### src/rtl/ram_loader_pkg.sv
// Shared definitions for the UART-to-RAM frame loader: FSM state encoding,
// default sync marker and the frame length width.
package ram_loader_pkg;

  // Frame fields arrive in this order; CHECK exists only with checksums enabled.
  typedef enum logic [2:0] {
    S_IDLE    = 3'd0,
    S_ADDR_HI = 3'd1,
    S_ADDR_LO = 3'd2,
    S_LEN_HI  = 3'd3,
    S_LEN_LO  = 3'd4,
    S_DATA    = 3'd5,
    S_CHECK   = 3'd6
  } state_t;

  localparam logic [7:0] SYNC_BYTE_DEFAULT = 8'hA5;
  localparam int         LEN_WIDTH         = 16;

  // Bytes from ADDR_HI through the last data byte feed the running checksum.
  function automatic logic is_summed(state_t s);
    return (s == S_ADDR_HI) || (s == S_ADDR_LO) || (s == S_LEN_HI) ||
           (s == S_LEN_LO)  || (s == S_DATA);
  endfunction

endpackage

### src/rtl/ram_loader_timeout.sv
// Inter-byte watchdog: reloads to CYCLES on load, counts down while enabled,
// and flags the cycle whose edge would complete CYCLES idle cycles.
// CYCLES == 0 disables the watchdog entirely.
module ram_loader_timeout #(
  parameter int unsigned CYCLES = 100
) (
  input  logic clk,
  input  logic rst_n,
  input  logic load,
  input  logic en,
  output logic expired
);

  localparam int W = (CYCLES == 0) ? 1 : $clog2(CYCLES + 1);

  logic [W-1:0] count;

  // Down-counter: reload has priority over counting.
  // NOTE: sequential state uses non-blocking assignments so every register
  // samples the pre-edge values of its peers.
  always_ff @(posedge clk or negedge rst_n) begin
    if (!rst_n) begin
      count <= '0;
    end else if (load) begin
      count <= W'(CYCLES);
    end else if (en && (count != '0)) begin
      count <= count - W'(1);
    end
  end

  // The final idle cycle is the one that starts with a count of one.
  assign expired = (CYCLES != 0) && en && (count == W'(1));

endmodule

### src/rtl/ram_loader.sv
// ram_loader: receives SYNC, ADDR_HI, ADDR_LO, LEN_HI, LEN_LO, LEN data bytes
// (and a trailing XOR checksum byte when LOADER_CHECKSUM_EN is defined) from
// the UART receiver and writes the data bytes into RAM. busy holds the CPU
// off the bus for the duration of a frame.
module ram_loader
  import ram_loader_pkg::*;
#(
  parameter logic [7:0]  SYNC_BYTE      = SYNC_BYTE_DEFAULT,
  parameter int unsigned TIMEOUT_CYCLES = 25_000_000,
  parameter int unsigned ADDR_WIDTH     = 16
) (
  input  logic                  clk,
  input  logic                  rst_n,
  input  logic [7:0]            rx_data,
  input  logic                  rx_valid,
  output logic [ADDR_WIDTH-1:0] ram_addr,
  output logic [7:0]            ram_dout,
  output logic                  ram_we,
  output logic                  busy,
  output logic                  done,
  output logic                  error
);

`ifdef LOADER_CHECKSUM_EN
  localparam state_t END_STATE = S_CHECK;
`else
  localparam state_t END_STATE = S_IDLE;
`endif

  state_t                state, next_state;
  logic [7:0]            addr_hi;
  logic [ADDR_WIDTH-1:0] next_addr;
  logic [LEN_WIDTH-1:0]  remaining;
  logic                  sync_hit, data_wr, last_data, len_zero;
  logic                  good_end, bad_end;
  logic                  timeout_en, timeout_expired;

  assign sync_hit  = (state == S_IDLE) && rx_valid && (rx_data == SYNC_BYTE);
  assign data_wr   = (state == S_DATA) && rx_valid;
  assign last_data = data_wr && (remaining == LEN_WIDTH'(1));
  assign len_zero  = (state == S_LEN_LO) && rx_valid &&
                     ({remaining[LEN_WIDTH-1:8], rx_data} == '0);

`ifdef LOADER_CHECKSUM_EN
  logic [7:0] chk;
  logic       chk_in;

  assign chk_in   = (state == S_CHECK) && rx_valid;
  assign good_end = chk_in && (rx_data == chk);
  assign bad_end  = chk_in && (rx_data != chk);

  // Running XOR of every byte from ADDR_HI to the last data byte.
  always_ff @(posedge clk or negedge rst_n) begin
    if (!rst_n) begin
      chk <= '0;
    end else if (sync_hit) begin
      chk <= '0;
    end else if (rx_valid && is_summed(state)) begin
      chk <= chk ^ rx_data;
    end
  end
`else
  assign good_end = len_zero || last_data;
  assign bad_end  = 1'b0;
`endif

  assign timeout_en = busy && !rx_valid;

  ram_loader_timeout #(
    .CYCLES(TIMEOUT_CYCLES)
  ) u_timeout (
    .clk    (clk),
    .rst_n  (rst_n),
    .load   (rx_valid),
    .en     (timeout_en),
    .expired(timeout_expired)
  );

  // FSM state register.
  always_ff @(posedge clk or negedge rst_n) begin
    if (!rst_n) state <= S_IDLE;
    else        state <= next_state;
  end

  // Next-state logic: advance one field per accepted byte; watchdog aborts.
  // NOTE: next_state gets a default before the case so no path infers a latch.
  always_comb begin
    next_state = state;
    case (state)
      S_IDLE:    if (sync_hit) next_state = S_ADDR_HI;
      S_ADDR_HI: if (rx_valid) next_state = S_ADDR_LO;
      S_ADDR_LO: if (rx_valid) next_state = S_LEN_HI;
      S_LEN_HI:  if (rx_valid) next_state = S_LEN_LO;
      S_LEN_LO:  if (rx_valid) next_state = len_zero ? END_STATE : S_DATA;
      S_DATA:    if (last_data) next_state = END_STATE;
      S_CHECK:   if (rx_valid) next_state = S_IDLE;
      default:   next_state = S_IDLE;
    endcase
    if (timeout_expired) next_state = S_IDLE;
  end

  // Output decode: a frame is in progress whenever the FSM is out of IDLE.
  always_comb begin
    busy = (state != S_IDLE);
  end

  // Header capture, write port, completion pulse and sticky error flag.
  always_ff @(posedge clk or negedge rst_n) begin
    if (!rst_n) begin
      addr_hi   <= '0;
      next_addr <= '0;
      remaining <= '0;
      ram_addr  <= '0;
      ram_dout  <= '0;
      ram_we    <= 1'b0;
      done      <= 1'b0;
      error     <= 1'b0;
    end else begin
      ram_we <= data_wr;
      done   <= good_end;

      if (sync_hit) error <= 1'b0;
      else if (timeout_expired || bad_end) error <= 1'b1;

      if (rx_valid) begin
        case (state)
          S_ADDR_HI: addr_hi <= rx_data;
          S_ADDR_LO: next_addr <= ADDR_WIDTH'({addr_hi, rx_data});
          S_LEN_HI:  remaining[LEN_WIDTH-1:8] <= rx_data;
          S_LEN_LO:  remaining <= {remaining[LEN_WIDTH-1:8], rx_data};
          S_DATA: begin
            ram_addr  <= next_addr;
            ram_dout  <= rx_data;
            next_addr <= next_addr + ADDR_WIDTH'(1);
            remaining <= remaining - LEN_WIDTH'(1);
          end
          default: ;
        endcase
      end
    end
  end

endmodule

### config.mk
export PLATFORM = sky130hd
export DESIGN_NAME = ram_loader
export DESIGN_NICKNAME = d
export VERILOG_FILES = /design/src/rtl/ram_loader_pkg.sv /design/src/rtl/ram_loader_timeout.sv /design/src/rtl/ram_loader.sv
export SDC_FILE = /design/constraint.sdc
export NUM_CORES = 1
export LEC_CHECK = 0
export BUFFER_PORTS_ARGS = -buffer_cell sky130_fd_sc_hd__buf_4
export CAP_MARGIN = 5
export CORE_ASPECT_RATIO = 1.5
export CORE_MARGIN = 4
export CORE_UTILIZATION = 31
export DETAILED_ROUTE_END_ITERATION = 7
export PLACE_DENSITY = 0.56
export SLEW_MARGIN = 15
export SYNTH_ARGS = -nofsm -noshare
export SYNTH_HDL_FRONTEND = slang
export SYNTH_HIERARCHICAL = 1
export SYNTH_SLANG_ARGS = --single-unit
### constraint.sdc
create_clock -name clk -period 4 [get_ports clk]
set_clock_uncertainty 0.2 [all_clocks]
set_input_delay 0.4 -clock clk [delete_from_list [all_inputs] [get_ports clk]]
set_output_delay 0.4 -clock clk [all_outputs]
set_load 0.005 [all_outputs]
==> out/results.txt <==
status -> finished clean
synth cell count leaders -> dfrtp_1, nand2_1, nor2_1, a21oi_1, clkbuf_1
Die Wd -> 115 microns
Final Hold Fails -> 0
core occupancy in the finished layout -> 36.2%
min cycle time layout -> 3.01 ns
# hold bufs at CTS -> 1
leak pwr -> 2.47 nW
FMAX -> 0.332 GHz
drt via density -> 5.49
vias in the first global route -> 4490
flop2flop setup slack -> 0.99 ns
buffer count from post-CTS setup fixing -> 0
worst hold path type -> input pin to register
end of the critical path -> state[0]
CTS tree -> built
# clock sinks -> 95
final wirelength -> 14400 microns
Fill cells -> 1667
antenna-violating nets left -> 0
Final setup viols -> 0
worst IR drop on VDD -> 221 uV
initial antenna violation count -> 0
fin crit share -> 75.4%
PD cells -> 687 nW/um^2
Final TNS setup -> 0 ns
# diodes -> 0
Hold Startpoint -> rx_data[4]
CTS Buf Count -> 9
WP data arrival -> 3.03 ns
synthesized cell area -> 5300 sq um
die height -> 168 microns
largest net degree at the start of global routing -> 52
Synth top area share -> 44.8%
CTS root buf -> clkbuf_16
Worst-Margin Slew -> 1.04 ns
crit-path cells -> nor4_1 > nand4_1 > buf_4 > nor3_1 > a2111oi_1 > or4_1
WL per Instance -> 17.6 microns
area leader, netlist -> dfrtp_1
Port-buffer cells -> 38
crit end category -> register
routed via count -> 4487
Reg2Reg Depth -> 6
final slew viol count -> 0
relative slew slack -> 30.2%
yosys warns -> 6
nets -> 620
Worst path slowest cell -> nor3_1
GP Congestion -> 0.853
worst-path maximum fanout -> 15
number of flops mapped to enable cells by yosys -> 0
sequential element share of the synthesized area -> 44.8%
detailed placement HPWL -> 10100 microns
RSZ-0062 raised after global routing -> no
row cnt -> 58
H-Tree Depth -> 3
Syn Inst Count -> 587
starting density of the core -> 31.6%
Iter 0 DRT Violations -> 377
DRT Pass-1 Iters -> 4
crit-path max cell delay -> 0.63 ns
Synth async-reset ratio -> 100%
fraction of layout cells with a size suffix above 1 -> 16.3%
most common cell in the netlist -> dfrtp_1
area grow syn2layout -> 14.5%
R2R Path Start -> u_timeout/count[9]
Yosys cell types -> 69
Max Cap Viol -> 0
global route overflow -> 0
clk buf depth -> 2
Ports -> 39
total track usage -> 15.2%
dominant cells by area after synthesis -> dfrtp_1, nand2_1, mux2_2, nor2_1, a21oi_1
Reg2Reg Capture Point -> state[0]
top_reg_cell synth -> dfrtp_1
crit path launch -> u_timeout/count[9]
Avg Cell Area, Syn -> 9.03 sq um
CP required -> 4.02 ns
Net Count, Synth -> 604
Clock Pin Slew Worst Setup and Hold Paths -> 0.07 ns
worst skew pair latency -> 0.35 ns
# DRC -> 0
Crit Path Category -> register to register
post-CTS resize count -> 0
first-pass GRT wire length -> 23600 microns
Die Footprint -> 19300 sq um
crit start category -> register
core box area -> 16800 sq um
FF+latch count, synth -> 95
-- per-layer routing --
metal / up-vias / GRT usage, % / wire length (microns)
met5: - / 0 / 0
met4: 0 / 6.03 / 383
met3: 27 / 2.52 / 549
met2: 99 / 26.4 / 7360
met1: 2195 / 18.4 / 6080
li1: 2166 / - / -
-- final cells by class --
class	count	area [sq um]	share of cell area, %
clock buffer	11	243	4.00
clock inverter	5	81.3	1.34
inverter	11	41.3	0.680
multi-input combinational	439	2710	44.6
sequential	95	2380	39.2
tap	210	263	4.33
timing repair buffer	47	355	5.85
-- cell usage in the layout (no fill, tap or decap), types with 9 or more instances in the layout --
master and instances:
mux2_2 19, nor3_1 19, nand4_1 13, a21oi_1 30, a211oi_1 10, inv_1 11, nand2_1 91, buf_4 46
dfrtp_1 95, nand3_1 14, nor2b_1 19, o21ai_0 24, clkbuf_16 9, or3_1 14, nor4_1 13, mux2i_1 10
nor2_1 50
-- worst min path at each step --
stage,to,slack (ns),depth (start not counted)
after CTS,ram_dout[4],0.13,3
after floorplan,addr_hi[0],-0.1,0
final,ram_dout[4],0.14,3
after global routing,ram_dout[4],0.14,3
after global placement,u_timeout/count[23],0.26,1
after detailed placement,u_timeout/count[19],0.26,1
-- critical path, delay by kind of cell (launching register included) --
kind	cells	cell delay (ns)
flops	1	0.44
compound gates	1	0.14
simple gates	4	1.89
buf+inv	1	0.23
-- stage by stage --
step | instance area [sq um] | hold WS [ns] | power (mW) | worst slack [ns] | cells
2_1_floorplan | 5300 | -0.0956 | 2.67 | 1.14 | 587
3_3_place_gp | 5740 | 0.258 | 3.21 | 1.13 | 801
3_5_place_dp | 5740 | 0.261 | 3.25 | 1.03 | 801
4_1_cts | 6070 | 0.131 | 4.22 | 1.02 | 818
5_1_grt | 6070 | 0.138 | 4.48 | 0.771 | 818
6_report | 6070 | 0.141 | 4.17 | 0.986 | 818
-- where the power goes --
group | internal, mW | switching [mW] | leakage (nW)
Combinational | 0.693 | 0.855 | 1.18
Sequential | 1.30 | 0.383 | 1.13
Clock | 0.566 | 0.378 | 0.156
-- state kept, by name, indices dropped and copies added (netlist names) --
name             count
ram_addr            16
next_addr           16
u_timeout/count     25
done                 1
ram_we               1
addr_hi              8
remaining           16
state                3
ram_dout             8
error                1
-- cell families after synthesis --
logic type	after synthesis	synth area share (%)
buf+inv	53	4.04
simple gates	280	27.6
compound gates	122	15.8
flops	95	44.8
mux	30	6.14
fa+ha+maj	6	1.42
xor+xnor	1	0.165
Note: power is estimated with default switching activity, not from simulation.
